===== src/rtl/if_id_queue.sv =====
// IF/ID pipeline queue: circular buffer of {pc, instruction} entries between fetch and decode.
// The head entry falls through combinationally; flush and reset drop all queued entries.
module if_id_queue #(
    parameter int unsigned DEPTH = 4,
    parameter int unsigned CW    = 3
) (
    input  logic          clk,
    input  logic          rst,
    input  logic          flush,
    input  logic          push_valid,
    input  logic [31:0]   push_pc,
    input  logic [31:0]   push_instruction,
    input  logic          pop,
    output logic          full,
    output logic          out_valid,
    output logic [31:0]   out_pc,
    output logic [31:0]   out_instruction,
    output logic [CW-1:0] count
);

    localparam int unsigned PW = (DEPTH > 1) ? $clog2(DEPTH) : 1;

    logic [PW-1:0] wr_ptr;
    logic [PW-1:0] rd_ptr;
    logic [63:0]   mem [DEPTH];
    logic [63:0]   head;
    logic          push_ok;
    logic          pop_ok;

    // Status comes from the registered count only, so a full queue rejects a push even alongside a pop
    assign full      = (count == CW'(DEPTH));
    assign out_valid = (count != '0);
    assign push_ok   = push_valid & ~full & ~flush;
    assign pop_ok    = pop & out_valid & ~flush;

    // Gate the head to zero when empty so stale entries never reach decode
    assign head            = mem[rd_ptr];
    assign out_pc          = out_valid ? head[63:32] : 32'h0;
    assign out_instruction = out_valid ? head[31:0]  : 32'h0;

    // Pointers and occupancy; pointers wrap naturally because DEPTH is a power of two
    always_ff @(posedge clk or posedge rst) begin
        if (rst) begin
            wr_ptr <= '0;
            rd_ptr <= '0;
            count  <= '0;
        end else if (flush) begin
            wr_ptr <= '0;
            rd_ptr <= '0;
            count  <= '0;
        end else begin
            if (push_ok) wr_ptr <= wr_ptr + PW'(1);
            if (pop_ok)  rd_ptr <= rd_ptr + PW'(1);
            case ({push_ok, pop_ok})
                2'b10:   count <= count + CW'(1);
                2'b01:   count <= count - CW'(1);
                default: count <= count;
            endcase
        end
    end

    // Entry storage needs no reset; validity is tracked by count
    always_ff @(posedge clk) begin
        if (push_ok) mem[wr_ptr] <= {push_pc, push_instruction};
    end

endmodule


===== config.mk =====
export PLATFORM = sky130hd
export DESIGN_NAME = if_id_queue
export DESIGN_NICKNAME = d
export VERILOG_FILES = /design/src/rtl/if_id_queue.sv
export SDC_FILE = /design/constraint.sdc
export NUM_CORES = 1
export LEC_CHECK = 0
export CORE_MARGIN = 4
export CORE_UTILIZATION = 50
export DETAILED_ROUTE_END_ITERATION = 16
export PLACE_DENSITY = 0.85
export SYNTH_ARGS = -nofsm -noshare
export SYNTH_HDL_FRONTEND = slang
export SYNTH_SLANG_ARGS = --single-unit

===== constraint.sdc =====
create_clock -name clk -period 3.2 [get_ports clk]
set_input_delay 0.64 -clock clk [delete_from_list [all_inputs] [get_ports clk]]
set_output_delay 0.64 -clock clk [all_outputs]
set_load 0.05 [all_outputs]

==> qor.yml <==
outcome:
  outcome: "finished clean"
global_routing:
  grt_pass1_vias: 5398
  antenna_found_initial: 1
  grt_pass1_wl_mm: 29.8
  overflow: 0
  track_usage: 0.172
  grt_max_degree: 50
sta:
  rsz0062_at_grt: "no"
  finalSetupViolations: 0
  relSlewSlack: 0.613
  tightest_slew_ns: 0.578
  drv_slew: 0
  fin_skew_ns: 0.00533
  finalSetupTns_ns: 0
  fmax_mhz: 328
  period_minus_slack_ns: 3.05
  final_hold_viol_count: 0
  timing.final.crit_share: 0.953
synth:
  synthTopCellsByArea: "edfxtp_1, mux4_2, and2_1"
  ys.flop_type: "edfxtp_1"
  synth.avg_cell_area_sq_um: 21.7
  ys_seq_elements: 263
  syn_nets: 544
  synth_edf_count: 256
  async_flop_share: 0.0266
  synth-compound-area-share: 0.00992
  synth_xor_area_frac: 0.00257
  syn-cell-area_sq_um: 10200
  synthAdderAreaFrac: 0.00686
  ys_warn_count: 0
  syn_inst: 470
  synthMuxAreaShare: 0.142
  synth-simple-area-share: 0.0509
  yosysTopAreaCell: "edfxtp_1"
  synth_top_area_share: 0.752
  synth_top_family_by_area: "multiplexers"
  synth-seq-area-share: 0.770
  yosysUniqueCellTypes: 32
hold_path:
  min-delay-path-class: "input pin to async pin"
power:
  p_per_area_nw_per_um2: 652
  ir_drop_mv: 0.341
  power_uw: 8330
  p_leak_uw: 0.00427
worst_setup_path:
  critPathMaxFanout: 11
  reg2reg_depth: 4
  worstPathArrival_ns: 2.41
  reg2reg_slack_ns: 1.04
  worstSetupPathType: "register to primary output"
  rr_endpoint: "mem[0][57]"
  critical_path_required_ns: 2.56
  cp-start-kind: "register"
  end_kind: "primary output"
  r2r_start: "count[2]"
clock_tree:
  cts_max_level: 1
  cts_buffer_depth: 3
  clkLatencyLatePin_ns: 0.52
  path_clk_slew_ns: 0.06
  holdBufCountCts: 0
  cts-root-buf: "clkbuf_16"
  cts_tree: "yes"
  cts_buffers: 26
  clkSinkCount: 263
drt:
  dr.pass1.iters: 4
  wl_per_cell_um: 21.1
  drt-total-wl_mm: 19.3
  drc: 0
  vias: 4972
  drt_iter0_markers: 333
  antenna_left: 0
  avgViaCountPerCell: 5.43
placed_design:
  placed_cell_area_sq_um: 11900
  placedCellCount: 864
  gp_congestion: 0.736
  dpl.hpwl_mm: 12.1
  port_buffers: 137
floorplanning:
  coreArea_sq_um: 20200
  start_util: 0.507
  fp.dieArea_sq_um: 22800
  die_y_um: 151
  num_rows: 52
  die_w_um: 151
  pin_count: 138
finish:
  design_area_sq_um: 12800
  drive_above_1_share: 0.281
  area_delta_synth_final_pct: 25.0
  nets: 700
  final_cells: 915
  diodes: 0
  fin_util: 0.633
flow_run:
  drv_cap: 0
## cell usage after synthesis, drive strengths merged (2+ instances only)
library cell and count:
a21oi 4, and2 69, buf 20, clkbuf 7, dfrtp 7, edfxtp 256
ha 4, inv 7, mux4 64, nand2b 2, nand3 2, nor2 3
nor3 2, nor3b 2, o2111ai 2, o21ai 2, o22ai 2, or3 2
xor2 2
## state kept, by name (all words and copies together), names as in the netlist
register / flops
rd_ptr: 2
count: 3
mem: 256
wr_ptr: 2
## layer usage
layer  vias up  part of all wire  GRT usage
met5         -            0.0010          0
met1      2565              0.40      0.223
li1       2211                 -          -
met3        35             0.063     0.0374
met4         2             0.019     0.0422
met2       159              0.52      0.300
## metrics by stage
stage	hold WS, ns	setup WS [ns]
after global placement	0.571	0.356
after global routing	0.406	0.0563
after floorplan	0.443	0.413
after detailed placement	0.592	0.305
after CTS	0.383	0.00825
final	0.420	0.150
## final cells by class
type	instances	area (sq um)
multi-input combinational	173	2190
clock inverter	16	160
clock buffer	31	691
tap	270	338
timing repair buffer	155	1500
inverter	7	26.3
fill	1366	7390
sequential	263	7870
## power breakdown
part	total, uW	switching (uW)	internal [uW]
combinational	1420	864	555
clock	2980	1200	1780
sequential	3930	44.1	3890
total	8330	2110	6220
## worst max path at each step
stage | start | to | slack, ns
2_1_floorplan | count[0] | out_instruction[22] | 0.41
3_3_place_gp | count[1] | out_pc[27] | 0.36
3_5_place_dp | count[0] | out_instruction[7] | 0.30
4_1_cts | count[0] | out_instruction[7] | 0.008
5_1_grt | count[0] | out_valid | 0.06
6_report | count[2] | full | 0.15
## cells by family after synthesis
kind of cell | count (synthesis)
compound gates | 15
mux | 65
flops | 263
simple gates | 85
xor+xnor | 3
fa+ha+maj | 5
buf+inv | 34
## critical path, stage by stage (launching register included)
cell             delay, ns
dfrtp_1               0.54
nor3b_2               0.41
clkdlybuf4s50_1       0.94
## repair_timing
action                                  CTS  global route
buffers inserted                          3             0
resized for setup                        14             1
pin swaps                                 0             0
gates cloned                              1             0
endpoints found under the setup margin   65             1
## layout by cell type (no fill, tap or decap), types with 3 or more instances in the layout
master,n
dfrtp_1,5
clkbuf_1,4
clkinv_2,4
clkdlybuf4s50_1,73
a21oi_1,4
buf_4,60
clkinvlp_4,3
and2_1,65
buf_12,7
clkbuf_16,27
and2_4,4
bufinv_16,3
clkinv_1,5
dlygate4sd2_1,12
inv_1,7
ha_1,4
nor2_1,3
mux4_2,64
edfxtp_1,256
No activity file was read; power rests on OpenSTA's default activity.
